### src/rtl/wrapper_pkg.sv
// Shared definitions for the FP input wrapper: controller states, default
// bus/operand widths and the transfers-per-pair helper.
package wrapper_pkg;

  localparam int unsigned BUS_W_DEF  = 8;
  localparam int unsigned WORD_W_DEF = 32;

  typedef enum logic [2:0] {
    ST_IDLE  = 3'd0,
    ST_LOAD  = 3'd1,
    ST_ACK   = 3'd2,
    ST_START = 3'd3,
    ST_BUSY  = 3'd4,
    ST_DRAIN = 3'd5
  } state_t;

  // Bus transfers needed to assemble both operands.
  function automatic int unsigned nxfer(input int unsigned bus_w,
                                        input int unsigned word_w);
    return (2 * word_w) / bus_w;
  endfunction

endpackage

### src/rtl/wrapper_in_cu.sv
// Controller for the FP input wrapper: four-phase byte handshake, start
// pulse and hold-off until the FP core signals completion.
module wrapper_in_cu
  import wrapper_pkg::*;
(
  input  logic clk,
  input  logic rst,
  input  logic inReady,
  input  logic doneFP,
  input  logic last,
  output logic loadByte,
  output logic clrCnt,
  output logic inAccepted,
  output logic startFP,
  output logic busy
);

  state_t state, state_nxt;

  always_ff @(posedge clk or posedge rst) begin
    if (rst) state <= ST_IDLE;
    else     state <= state_nxt;
  end

  always_comb begin
    state_nxt  = state;
    loadByte   = 1'b0;
    clrCnt     = 1'b0;
    inAccepted = 1'b0;
    startFP    = 1'b0;
    busy       = 1'b0;
    unique case (state)
      ST_IDLE: if (inReady) state_nxt = ST_LOAD;
      ST_LOAD: begin
        loadByte  = 1'b1;
        state_nxt = ST_ACK;
      end
      ST_ACK: begin
        inAccepted = 1'b1;
        if (!inReady) state_nxt = last ? ST_START : ST_IDLE;
      end
      ST_START: begin
        startFP   = 1'b1;
        clrCnt    = 1'b1;
        state_nxt = ST_BUSY;
      end
      ST_BUSY: begin
        busy = 1'b1;
        if (doneFP) state_nxt = ST_DRAIN;
      end
      ST_DRAIN: begin
        // Wait out a multi-cycle doneFP so it cannot restart the core.
        busy = 1'b1;
        if (!doneFP) state_nxt = ST_IDLE;
      end
      default: state_nxt = ST_IDLE;
    endcase
  end

endmodule

### src/rtl/wrapper_in_dp.sv
// Operand datapath: {OpA,OpB} left shift register fed from the input bus,
// plus the transfer counter that flags a complete operand pair.
module wrapper_in_dp
  import wrapper_pkg::*;
#(
  parameter int unsigned BUS_W  = BUS_W_DEF,
  parameter int unsigned WORD_W = WORD_W_DEF
) (
  input  logic              clk,
  input  logic              rst,
  input  logic [BUS_W-1:0]  InBus,
  input  logic              loadByte,
  input  logic              clrCnt,
  output logic              last,
  output logic [WORD_W-1:0] OpA,
  output logic [WORD_W-1:0] OpB
);

  localparam int unsigned NXFER = nxfer(BUS_W, WORD_W);
  localparam int unsigned CNT_W = $clog2(NXFER) + 1;

  logic [CNT_W-1:0] cnt;

  always_ff @(posedge clk or posedge rst) begin
    if (rst) begin
      OpA <= '0;
      OpB <= '0;
    end else if (loadByte) begin
      {OpA, OpB} <= {OpA[WORD_W-BUS_W-1:0], OpB, InBus};
    end
  end

  always_ff @(posedge clk or posedge rst) begin
    if (rst) begin
      cnt <= '0;
    end else if (clrCnt) begin
      cnt <= '0;
    end else if (loadByte) begin
      cnt <= cnt + 1'b1;
    end
  end

  assign last = (cnt == CNT_W'(NXFER));

endmodule

### src/rtl/wrapper_in_fp.sv
// Input wrapper for the FP unit: assembles operands A and B byte-serially
// and hands them to the FP core with a one-cycle start pulse.
module wrapper_in_fp
  import wrapper_pkg::*;
#(
  parameter int unsigned BUS_W  = BUS_W_DEF,
  parameter int unsigned WORD_W = WORD_W_DEF
) (
  input  logic              clk,
  input  logic              rst,
  input  logic [BUS_W-1:0]  InBus,
  input  logic              inReady,
  input  logic              doneFP,
  output logic              inAccepted,
  output logic              startFP,
  output logic              busy,
  output logic [WORD_W-1:0] OpA,
  output logic [WORD_W-1:0] OpB
);

  logic loadByte;
  logic clrCnt;
  logic last;

  wrapper_in_dp #(
    .BUS_W  (BUS_W),
    .WORD_W (WORD_W)
  ) u_dp (
    .clk      (clk),
    .rst      (rst),
    .InBus    (InBus),
    .loadByte (loadByte),
    .clrCnt   (clrCnt),
    .last     (last),
    .OpA      (OpA),
    .OpB      (OpB)
  );

  wrapper_in_cu u_cu (
    .clk        (clk),
    .rst        (rst),
    .inReady    (inReady),
    .doneFP     (doneFP),
    .last       (last),
    .loadByte   (loadByte),
    .clrCnt     (clrCnt),
    .inAccepted (inAccepted),
    .startFP    (startFP),
    .busy       (busy)
  );

endmodule

### config.mk
export PLATFORM = sky130hd
export DESIGN_NAME = wrapper_in_fp
export DESIGN_NICKNAME = d
export VERILOG_FILES = /design/src/rtl/wrapper_pkg.sv /design/src/rtl/wrapper_in_cu.sv /design/src/rtl/wrapper_in_dp.sv /design/src/rtl/wrapper_in_fp.sv
export SDC_FILE = /design/constraint.sdc
export NUM_CORES = 1
export LEC_CHECK = 0
export ABC_AREA = 1
export BUFFER_PORTS_ARGS = -buffer_cell sky130_fd_sc_hd__buf_4
export CAP_MARGIN = 15
export CORE_AREA = 4 4 88 90
export DETAILED_ROUTE_END_ITERATION = 7
export DIE_AREA = 0 0 92 94
export GPL_ROUTABILITY_DRIVEN = 1
export GPL_TIMING_DRIVEN = 1
export PLACE_DENSITY = 0.66
export SLEW_MARGIN = 20
export SYNTH_ARGS = -nofsm -noshare
export SYNTH_HDL_FRONTEND = slang
export SYNTH_SLANG_ARGS = --single-unit
### constraint.sdc
create_clock -name clk -period 3.2 [get_ports clk]
set_clock_uncertainty 0.1 [all_clocks]
set_input_delay 0.64 -clock clk [delete_from_list [all_inputs] [get_ports clk]]
set_output_delay 0.64 -clock clk [all_outputs]
set_load 0.02 [all_outputs]
# Word-level counts from Yosys, hierarchy flattened
# Index checks and enable logic that the tools add are counted.
# W data, S select, Z words.
[word_totals]
reg_bits = 71
latch_bits = 0
ramBits = 0
rom_bits = 0
mem_count = 0
[classes]
n_addsub = 1
n_mul = 0
div = 0
order_cmp = 0
eq_ne = 10
n_shift = 0
mux = 12
bitwise_logic = 0
reduce_logical = 4
[ops]
columns = ["operator", "n"]
rows = [
  ["$pmux W3 S6", 1],
  ["$mux W3", 4],
  ["$mux W4", 2],
  ["$ne A2 B2 Y1 const B", 4],
  ["$eq A3 B2 Y1 const B", 2],
  ["$eq A3 B3 Y1 const B", 2],
  ["$add A4 B1 Y4 const B", 1],
  ["$eq A4 B4 Y1 const B", 1],
  ["$mux W1", 4],
  ["$reduce_and A4 Y1", 1],
  ["$eq A3 B1 Y1 const B", 1],
  ["$logic_not A3 Y1", 1],
  ["$mux W2", 1],
  ["$reduce_bool A2 Y1", 1],
  ["$reduce_or A2 Y1", 1],
]

# Depth between registers and ports, before layout
# Gate-level depths: netlist of run 1.
[logic_depth]
depth_word = 4
mapped_depth = 8
depth_no_buf = 8

# Cells and area by module
# Synthesis of run 1 repeated with hierarchy kept, for this count alone.
[hier_totals]
cells_unflattened = 329
hier_area_um2 = 2841.5
[modules_own_cells]
columns = ["mod", "instances", "cells_per_inst", "area_per_inst_um2", "seq_area_each_um2"]
rows = [
  ["wrapper_in_dp", 1, 289, 2602.5, 1701.6],
  ["wrapper_in_cu", 1, 40, 239.0, 75.1],
]

# Least setup slack after synthesis of run 1
# OpenSTA, ideal clock, no wires.
[synth_path]
path_type = "register -> output"
from = "register u_cu.state[2]"
to = "output port inAccepted"
arrival_ps = 883
t_required_ps = 2460
slack_ps = 1577
path_stages_with_launch = 4
n_path_buf = 0
cell_sequence = "dfrtp_1 inv_2 nand2_1 nor2_1"
[synth_via]
elab_chain_len = 2
[synth_rtl]
columns = ["item", "line", "text"]
rows = [
  ["from (decl)", "wrapper_in_cu.sv:18", "state_t state, state_nxt;"],
  ["from (signal assigned)", "wrapper_in_cu.sv:22", "else state <= state_nxt;"],
  ["$eq A3 B2 Y1", "wrapper_in_cu.sv:32", "unique case (state)"],
  ["$mux W1", "wrapper_in_cu.sv:32", ""],
  ["to (decl)", "wrapper_in_fp.sv:14", "output logic inAccepted,"],
]
# No other way between the ends.

# Worst setup path after layout of run 1
[layout_path]
from = "register u_cu.state[0]"
to = "output port busy"
[layout_via]
elab_chain_len = 3
word_cells_on_any_way = 4
cone_classes = "eq/ne: 2; mux: 1; reduce/logical: 1"
[layout_rtl]
columns = ["item", "line", "text"]
rows = [
  ["$eq A3 B3 Y1", "wrapper_in_cu.sv:32", ""],
  ["$reduce_or A2 Y1 (no source line) (*)", "n/a", ""],
  ["$mux W1 (*)", "wrapper_in_cu.sv:32", ""],
  ["to (decl)", "wrapper_in_fp.sv:16", "output logic busy,"],
]
# Every way passes the cells marked *; elsewhere a longest branch is shown, timed or not.

==> results.md, run 1 <==
- Post-Layout Cell Count: 483
- Register area share after synthesis: 61.3%
- Peak supply drop: roughly 0.46 mV
- Final global-route overflow total: 0
- # nets final: about 400
- Resized Gates After CTS: 0
- Crit path largest cell delay: between 0.4 and 0.5 ns
- Multi-input logic area: 835 µm²
- H-tree Lvls: 3
- # setup viols final: 0
- First-pass GRT wire length: around 9.9 mm
- Synth Register Bits: 71
- CORE AREA: between 7000 and 8000 µm²
- RR Startpoint: u_cu.state[2]
- Leakage: roughly 0.0019 µW
- DRC Markers: 0
- CP arrival: 1.39 ns
- Port Buffers: between 70 and 80
- Worst R2R Path Depth: 8
- Post-CTS Hold Fix Bufs: 0
- Cell chain of the critical path: nor2_1 > nand2_1 > nand2_1 > buf_4
- Layout cell share with drive strength beyond 1: between 20 and 30%
- Worst-Skew Late Latency: 0.33 ns
- Iteration-0 DRC Markers: 87
- Setup TNS: 0 ns
- Final Hold Fails: 0
- Initial antenna violation count: 0
- Vias: roughly 2200
- RSZ-0062 raised after global routing: false
- Yosys warnings: 0
- Die area: just under 9000 µm²
- CTS tree: yes
- Library cells used by synthesis: 20
- Starting density of the core: roughly 41%
- Wirelength, routed: slightly below 6 mm
- Area grow syn2layout: 27.8%
- Max_cap viols: 0
- Fin crit share: between 60 and 70%
- Fmax: about 470 MHz
- Critical path's slowest cell: dfrtp_1
- DP HPWL: 3.92 mm
- Worst hold-check path type: input port to async pin
- Syn avg cell area: about 9.6 µm²
- Slew margin rel.: between 50% and 60%
- Mapped Nets: between 300 and 400
- Fill cells: roughly 670
- Post-CTS setup buffers: 0
- IO Count: between 70 and 80
- Most used cell, CP: nand2_1
- Crit Path Max Fanout: 7
- Placed cells: between 400 and 500
- Critical Path Start Type: flop
- GPL Wtd Cong: roughly 0.74
- Rows: 31
- Pre-Repair DR Iteration Count: 4
- Per-cell routed wire length: 12.1 µm
- ANT nets after route: 0
- Max Root-Sink Buffers: 2
- Total Power: approximately 4000 µW
- Tmin final: between 2 and 2.5 ns
- Reg clk slew, reported paths: ~0.070 ns
- Pin count of the biggest net entering global routing: 68
- Synth top area share: 61.3%
- Critical path capture point type: primary output
- Routed vias/inst: roughly 4.5
- GRT Total Usage: ~15%
- Ant diodes: 0
- Number of buffers created by CTS: 9
- Top post-synthesis cells by area: dfrtp_1 61%, nand2_1 12%, inv_1 5.6%
- Max Slew Vio Count: 0
- Dominant cell type by area after synthesis: dfrtp_1
- WS Path Type: flop to primary output
- Worst Tran Pin Value: about 0.73 ns
- CP startpoint: u_cu.state[0]
- Reg-to-Reg End: u_cu.state[1]
- Sequential cell area: 1780 µm²
- TritonCTS Sinks: 71
- Post-Syn Area: between 2000 and 3000 µm²
- Worst R2R Setup Slack: ~1.5 ns
- CP Data Required Time: 2.46 ns
- Syn Inst Count: between 300 and 400
- Number of global-route vias before repair: ~2100
- Die width: 92 µm
- Clk root buf: clkbuf_8
- PwrDens: between 1000 and 1500 nW/µm²
- Status: complete, no violations
- DIE HEIGHT: about 94 µm
[placed cells by master (no fill, tap or decap), drive strengths merged]
master,synthesis,routed
ha,2,2
dfrtp,71,71
o22ai,2,2
nand2,90,90
nand4,1,1
inv,45,45
buf,12,81
clkbuf,2,14
nand3b,1,1
xnor2,1,1
o21ai,64,64
nand3,7,7
nor2,5,5
[critical path, delay by kind of cell, from the launching register on]
family	cells	cell delay, ns
AND/OR/NAND/NOR	3	0.47
flip-flops	1	0.45
buffers and inverters	1	0.13
[logic make-up after synthesis]
logic type	share of synthesized area, %
and+or+nand+nor	14.3
AOI/OAI and AO/OA	13.3
buffers and inverters	9.97
DFF	61.3
xor gates and xnor gates	0.302
adders and majority gates	0.863
[state kept, by name, indices dropped and copies added, names as in the netlist]
signal and flops:
u_dp.OpB 32, u_dp.cnt 4, u_cu.state 3, u_dp.OpA 32
[worst max path at each step]
stage | endpoint | slack (ns) | cells after the start
3_3_place_gp | u_cu.state[1] | 1.54 | 8
6_report | busy | 1.07 | 4
3_5_place_dp | busy | 1.47 | 4
5_1_grt | busy | 0.99 | 4
2_1_floorplan | u_cu.state[0] | 0.66 | 1
4_1_cts | busy | 1.08 | 4
[Yosys cell counts (all sizes together)]
library cell,number
buf,12
clkbuf,2
dfrtp,71
ha,2
inv,45
nand2,90
nand3,7
nand3b,1
nand4,1
nor2,5
o21ai,64
o22ai,2
xnor2,1
[power by group]
part	total, µW	internal (µW)	switching [µW]
sequential	1510	1260	247
combinational	1820	693	1130
clock	658	359	300
total	3990	2320	1680
[final cells by class]
| class | count | area share [%] |
|---|---|---|
| tap | 99 | 3.34 |
| sequential | 71 | 47.9 |
| multi-input combinational | 173 | 22.5 |
| inverter | 45 | 4.56 |
| clock buffer | 14 | 4.93 |
| timing repair buffer | 81 | 16.7 |
[metrics by stage]
stage | cell area [µm²] | worst slack [ns] | utilization, % | hold slack (ns)
2_1_floorplan | 2900 | 0.663 | - | 0.441
3_3_place_gp | 3520 | 1.54 | 49.9 | 0.367
3_5_place_dp | 3520 | 1.47 | 49.9 | 0.370
4_1_cts | 3710 | 1.08 | 52.5 | 0.347
5_1_grt | 3710 | 0.990 | 52.5 | 0.385
6_report | 3710 | 1.07 | 52.5 | 0.327
[routing by layer]
layer | up-vias | share of wire, % | global-route usage [%] | wire length [µm]
li1 | 1103 | - | - | -
met1 | 988 | 46 | 19.0 | 2690
met2 | 74 | 46 | 22.6 | 2680
met3 | 9 | 6.7 | 3.85 | 394
met4 | 0 | 1.7 | 7.30 | 100
met5 | - | 0 | 0 | 0
Power figures use the tool's default switching activity.
==> inputs of run 2 (changes only) <==
--- a/config.mk
+++ b/config.mk
@@ -5,15 +5,15 @@
 export SDC_FILE = /design/constraint.sdc
 export NUM_CORES = 1
 export LEC_CHECK = 0
-export ABC_AREA = 1
+export ABC_AREA = 0
 export BUFFER_PORTS_ARGS = -buffer_cell sky130_fd_sc_hd__buf_4
 export CAP_MARGIN = 15
-export CORE_AREA = 4 4 88 90
+export CORE_AREA = 4 4 86 88
 export DETAILED_ROUTE_END_ITERATION = 7
-export DIE_AREA = 0 0 92 94
+export DIE_AREA = 0 0 90 92
 export GPL_ROUTABILITY_DRIVEN = 1
 export GPL_TIMING_DRIVEN = 1
-export PLACE_DENSITY = 0.66
+export PLACE_DENSITY = 0.7
 export SLEW_MARGIN = 20
 export SYNTH_ARGS = -nofsm -noshare
 export SYNTH_HDL_FRONTEND = slang
==> constraint.sdc (replaced) <==
create_clock -name clk -period 1.7 [get_ports clk]
set_clock_uncertainty 0.1 [all_clocks]
set_input_delay 0.34 -clock clk [delete_from_list [all_inputs] [get_ports clk]]
set_output_delay 0.34 -clock clk [all_outputs]
set_load 0.02 [all_outputs]
==> run 2 against run 1 <==
Net effect:
- power is 110% higher
- final cell count fell by 27%
- first-iteration DRC count shrank 31%
- sequential share of layout area is 0.21 points lower
- synthesized cell count shrank 42%
- register-to-register slack lost 1.4 ns
- combinational power up 110%
- non-clock buffer count increased by 7
- utilization increased by 3.6 points
- final area rose by 0.57%
- clock-buffer cell count down 2
- critical endpoint is now u_dp.OpB[16]
- highest routed layer unchanged
==> results.md, run 2 <==
- GPL Wtd Cong: approximately 0.8
- Ant diodes: 0
- CP Data Required Time: ~1.8 ns
- # nets final: 282
- IO Count: 79
- First-pass GRT wire length: 9.16 mm
- Most Crowded Layer GR: met2
- Setup WS post-layout: ~0.038 ns
- Grt met1 use: between 10% and 20%
- Iteration-0 DRC Markers: 60
- RSZ-0062 raised after global routing: true
- Sequential share of power: 38.0%
- Number of buffers created by CTS: 9
- Synth Area in Compound Gates: under 10%
- Sw frac: between 30 and 40%
- WS Path Type: flop to flop
- Peak supply drop: between 0.9 and 1 mV
- Combinational family with the most area after synthesis: multiplexers
- Most frequent cells in the layout: 84 x buf_4, 69 x dfrtp_1, 35 x mux2_1, 26 x mux2_2, 10 x clkbuf_8
- Post-Layout Cell Count: between 300 and 400
- Max Root-Sink Buffers: 2
- Tmin final: 1.66 ns
- Top post-synthesis cells by area: dfrtp_1 63%, mux2_1 15%, mux2_2 10%
- Fin Hold WS: around 0.12 ns
- CORE AREA: approximately 6600 µm²
- # setup viols final: 0
- CTS tree: yes
- DIE HEIGHT: 92 µm
- Critical Path Start Type: flop
- Fill cells: roughly 560
- Adder-Cell Fraction of Synth Area: less than 1%
- Global routing usage on met3: roughly 4.2%
- Fraction of registers with async set/reset: 100%
- Xor and xnor area share after synthesis: 0%
- Leakage: 0.00178 µW
- Port Buffers: 78
- Max Slew Vio Count: 0
- Fin crit share: 97.8%
- Simple-gate portion of the synthesized area: under 10%
- Layout cell share with drive strength beyond 1: a little over 50%
- Commonest non-fill, non-tap cell in the layout: buf_4
- Dominant cell type by area after synthesis: dfrtp_1
- Post-Syn Area: between 2000 and 3000 µm²
- Cell internal pwr: around 5200 µW
- Pre-Repair DR Iteration Count: 4
- Crit Path Max Fanout: 15
- Worst-Skew Late Latency: 0.33 ns
- Mapped Nets: 191
- Dominant register cell in the synthesized netlist: dfrtp_1
- Placed cells: ~330
- Syn avg cell area: approximately 16 µm²
- Worst hold-check path type: input port to flop
- CP arrival: approximately 1.8 ns
- Critical path capture point type: flop
- Combinational share of power: between 40 and 50%
- Clk pwr share: 15.4%
- Reg clk slew, reported paths: approximately 0.070 ns
- DP HPWL: 3.63 mm
- Met2 usage: a little over a fifth
- Placed Area: 3460 µm²
- Slew margin rel.: approximately four fifths
- Initial antenna violation count: 0
- Die width: around 90 µm
- Post-route cell area: between 3000 and 4000 µm²
- Starting density of the core: between 40% and 50%
- Pin count of the biggest net entering global routing: 54
- Final Hold Fails: 0
- Post-Place Worst Slack: 0.0924 ns
- Area grow syn2layout: 32.6%
- Final global-route overflow total: 0
- GRT Total Usage: between 10% and 20%
- Library cells used by synthesis: 26
- DRC Markers: 0
- Routed vias/inst: between 4 and 5
- Per-cell routed wire length: approximately 15 µm
- Fmax: ~600 MHz
- TritonCTS Sinks: just over 70
- Post-synthesis mux area share: about a quarter
- Biggest regs: u_dp.OpA (32), u_dp.OpB (32), u_dp.cnt (4)
- Max_cap viols: 0
- Most common cell in the netlist: dfrtp_1
- Register area share after synthesis: between 60% and 70%
- Synth Register Bits: between 70 and 80
- Vias: ~1700
- H-tree Lvls: 3
- Switching pwr: 3130 µW
- Die area: just over 8000 µm²
- Syn Inst Count: 177
- Status: complete, no violations
- Multi-input logic area: about 950 µm²
- Clk root buf: clkbuf_8
- Post-synth EDFFs: 0
- Wirelength, routed: roughly 5.2 mm
- Top cells by instance count after synthesis: 71 x dfrtp_1, 38 x mux2_1, 26 x mux2_2
- Worst Tran Pin Value: ~0.28 ns
- Sequential cell area: approximately 1800 µm²
- Setup TNS: 0 ns
- PwrDens: ~2200 nW/µm²
- Rows: 30
- Number of global-route vias before repair: roughly 1800
- Synth top area share: roughly 63%
- Yosys warnings: 0
- ANT nets after route: 0
run 2: routing by layer:
metal  vias to the layer above  routed length, µm
met5                         -                  0
met4                         0                102
met3                         9                313
met2                        51               2480
met1                       850               2310
li1                        809                  -
run 2: path summary, 6_finish.rpt:
path / end / from / cells past startpoint / slack (ns)
hold reg to reg: u_dp.OpA[30] / u_dp.OpA[30] / 1 / 0.39
setup / recovery: u_dp.OpB[16] / u_cu.state[1] / 4 / 0.04
max in group asynchronous: u_cu.state[2] / rst / 4 / 0.70
hold / removal: u_dp.OpB[1] / InBus[1] / 2 / 0.12
setup reg to reg: u_dp.OpB[16] / u_cu.state[1] / 4 / 0.04
min in group asynchronous: u_dp.OpA[30] / rst / 4 / 0.54
run 2: timing repair:
action,4_1_cts,5_1_grt
setup buffers,3,0
gates resized for setup,6,6
hold buffers,1,0
pin swaps,0,0
setup endpoints to repair,3,28
endpoints found under the hold margin,66,0
run 2: power by group through the flow:
stage | clock network (µW) | logic [µW] | registers (µW)
floorplan | 0 | 1540 | 3960
global route | 1420 | 4170 | 3320
finish | 1290 | 3880 | 3170
detailed placement | 0 | 3820 | 3200
CTS | 1350 | 3890 | 3180
global placement | 0 | 3740 | 3170
run 2: worst max-delay path: stages, from the launching register on:
cell and delay [ns]:
dfrtp_1 0.38, buf_4 0.14, nor3b_4 0.27, buf_4 0.28, mux2_2 0.36
run 2: cell type report:
| type | count | share of cell area [%] |
|---|---|---|
| clock inverters | 4 | 1.21 |
| clock buffers | 12 | 3.89 |
| multi-input cells | 94 | 25.4 |
| repair buffers | 88 | 18.6 |
| well taps | 80 | 2.68 |
| flip-flops and latches | 71 | 47.7 |
| inverters | 4 | 0.503 |
run 2: metrics by stage:
step           total power [µW]  util [%]
4_1_cts                    8410      55.8
3_3_place_gp               6910      52.1
5_1_grt                    8910      56.1
2_1_floorplan              5500         -
6_report                   8350      56.1
3_5_place_dp               7020      52.1
run 2: cells by family after synthesis:
| logic type | after synthesis |
|---|---|
| AND/OR/NAND/NOR | 18 |
| multiplexers | 64 |
| adder cells (fa/ha/maj) | 2 |
| buffers and inverters | 12 |
| AO/OA/AOI/OAI | 10 |
| flip-flops | 71 |
==> inputs of run 3 (changes only) <==
--- a/config.mk
+++ b/config.mk
@@ -5,16 +5,17 @@
 export SDC_FILE = /design/constraint.sdc
 export NUM_CORES = 1
 export LEC_CHECK = 0
-export ABC_AREA = 0
+export ABC_AREA = 1
 export BUFFER_PORTS_ARGS = -buffer_cell sky130_fd_sc_hd__buf_4
 export CAP_MARGIN = 15
-export CORE_AREA = 4 4 86 88
+export CORE_AREA = 4 4 88 90
 export DETAILED_ROUTE_END_ITERATION = 7
-export DIE_AREA = 0 0 90 92
+export DIE_AREA = 0 0 92 94
 export GPL_ROUTABILITY_DRIVEN = 1
 export GPL_TIMING_DRIVEN = 1
-export PLACE_DENSITY = 0.7
+export PLACE_DENSITY = 0.68
 export SLEW_MARGIN = 20
 export SYNTH_ARGS = -nofsm -noshare
 export SYNTH_HDL_FRONTEND = slang
 export SYNTH_SLANG_ARGS = --single-unit
+export TNS_END_PERCENT = 20
==> run 3 against run 2 <==
Net effect:
- combinational power is 6.7% lower
- clock power is 12% lower
- fmax is 0.39% higher
- final cell count is 39% higher
- critical path type is now flop to primary output
- via count is 29% higher
- highest routed layer unchanged
- largest power group unchanged
- sequential power is 9.8% lower
- clock-buffer cell count is 1 lower
==> results.md, run 3 (synthesis gave the netlist of run 1 again) <==
- IO Count: 79
- Reg-to-Reg End: u_dp.OpA[21]
- Reg clk slew, reported paths: 0.07 ns
- DP HPWL: between 4 and 5 mm
- Port Buffers: slightly below 80
- Tmin final: 1.66 ns
- Routed vias/inst: about 4.5
- CORE AREA: about 7100 µm²
- TritonCTS Sinks: 71
- Ant diodes: 0
- PwrDens: between 1500 and 2000 nW/µm²
- CTS tree: yes
- Iteration-0 DRC Markers: 90
- Worst-Skew Late Latency: 0.33 ns
- Final Hold Fails: 0
- Slew margin rel.: between 70% and 80%
- Setup TNS: 0 ns
- # nets final: 402
- Max Slew Vio Count: 0
- Final global-route overflow total: 0
- Hold Path End: u_dp.OpB[6]
- Max Root-Sink Buffers: 2
- First-pass GRT wire length: 10.2 mm
- Biggest regs: u_dp.OpA (32), u_dp.OpB (32), u_dp.cnt (4)
- Leakage: between 0.0015 and 0.002 µW
- H-tree Lvls: 3
- CP Data Required Time: approximately 1.3 ns
- GRT Total Usage: between 10% and 20%
- Starting density of the core: roughly two fifths
- Die width: between 90 and 100 µm
- Rows: 31
- Most used cell, CP: nand2_2
- Clk root buf: clkbuf_8
- Cell chain of the critical path: nor2_4 > nand2_2 > nand2_2 > buf_6
- Worst R2R Setup Slack: between 0.15 and 0.2 ns
- Crit path largest cell delay: 0.48 ns
- Final Core Density: between 50% and 60%
- Critical path's slowest cell: dfrtp_2
- Area grow syn2layout: 31.6%
- Fin crit share: 97.4%
- Total Power: approximately 7600 µW
- Pin count of the biggest net entering global routing: 52
- Most frequent cells in the layout: 87 x nand2_1, 81 x buf_4, 68 x dfrtp_1, 42 x inv_1, 27 x o21ai_0
- Worst hold-check path type: input port to flop
- Critical path capture point type: primary output
- Max_cap viols: 0
- Fin Hold WS: about 0.11 ns
- Pre-Repair DR Iteration Count: 4
- Die area: roughly 8600 µm²
- WS Path Type: flop to primary output
- Status: complete, no violations
- Hold wc startpoint: InBus[6]
- Hold depth: 3
- RSZ-0062 raised after global routing: true
- Critical Path Start Type: flop
- Cell internal pwr: about 4400 µW
- Fmax: between 600 and 700 MHz
- Vias: roughly 2200
- Worst Tran Pin Value: 0.442 ns
- Number of global-route vias before repair: between 2000 and 2500
- Layout cell share with drive strength beyond 1: 32.4%
- Initial antenna violation count: 0
- ANT nets after route: 0
- Combinational share of power: ~48%
- DRC Markers: 0
- Sw frac: ~43%
- Peak supply drop: roughly 1.1 mV
- RR Startpoint: u_cu.state[2]
- # setup viols final: 0
- Commonest non-fill, non-tap cell in the layout: nand2_1
- Clk pwr share: 14.9%
- Number of buffers created by CTS: 9
- GPL Wtd Cong: about 0.75
- Worst R2R Path Depth: 5
- Per-cell routed wire length: around 12 µm
- Crit Path Max Fanout: 7
- Sequential share of power: 37.6%
- CP arrival: between 1 and 1.5 ns
- Switching pwr: roughly 3200 µW
- DIE HEIGHT: 94 µm
- Wirelength, routed: 5.95 mm
[run 3: cell types whose count changed in the layout (fill, tap and decap cells not counted), moves of 22 or more]
cell / before / now
mux2_2: 26 / 0
o21ai_0: 3 / 27
nand2_1: 7 / 87
mux2_1: 35 / 0
inv_1: 3 / 42
o21ai_1: 1 / 23
[run 3: layout make-up]
type                    count  area, µm²
clock inverters             4       22.5
clock buffers              11        141
repair buffers             88        721
inverters                  45        173
fillers                   682       3240
multi-input cells         173        855
flip-flops and latches     71       1780
well taps                  99        124
[run 3: critical path, delay by kind of cell (launching register included)]
kind	cells	cell delay (ns)
flops	1	0.48
buf+inv	1	0.11
simple gates	3	0.29
[run 3: worst max-delay path by stage]
| stage | cells past startpoint | endpoint | from |
|---|---|---|---|
| floorplan | 7 | u_cu.state[0] | u_cu.state[2] |
| CTS | 4 | busy | u_cu.state[1] |
| global placement | 6 | u_dp.cnt[3] | u_cu.state[2] |
| detailed placement | 5 | u_dp.OpA[21] | u_cu.state[2] |
| finish | 4 | busy | u_cu.state[0] |
| global route | 4 | inAccepted | u_cu.state[2] |
[run 3: power by group through the flow]
stage / Sequential (µW) / Clock, µW / Combinational, µW
floorplan: 3550 / 0 / 1590
global placement: 2860 / 0 / 3520
detailed placement: 2870 / 0 / 3610
CTS: 2860 / 1180 / 3630
global route: 2970 / 1280 / 4000
finish: 2860 / 1130 / 3620
[run 3: layer usage]
| metal | vias up | global-route usage [%] | wire length, µm |
|---|---|---|---|
| li1 | 1119 | - | - |
| met1 | 1021 | 20.1 | 2760 |
| met5 | - | 0 | 0 |
| met2 | 68 | 23.4 | 2770 |
| met4 | 0 | 6.68 | 58 |
| met3 | 6 | 3.61 | 354 |
[run 3: through the flow]
| step | instances | worst slack (ns) | instance area [µm²] |
|---|---|---|---|
| after global routing | 491 | -0.0133 | 3820 |
| after CTS | 489 | 0.0111 | 3790 |
| after global placement | 473 | 0.225 | 3600 |
| after detailed placement | 473 | 0.173 | 3600 |
| final | 491 | 0.0440 | 3820 |
| after floorplan | 303 | 0.352 | 2900 |
[run 3: timing repair]
| action | CTS | global route |
|---|---|---|
| resized for setup | 6 | 5 |
| pin swaps | 1 | 2 |
| endpoints found under the setup margin | 2 | 8 |
| setup buffers | 0 | 2 |
| endpoints found under the hold margin | 15 | 0 |
| hold buffers | 1 | 0 |
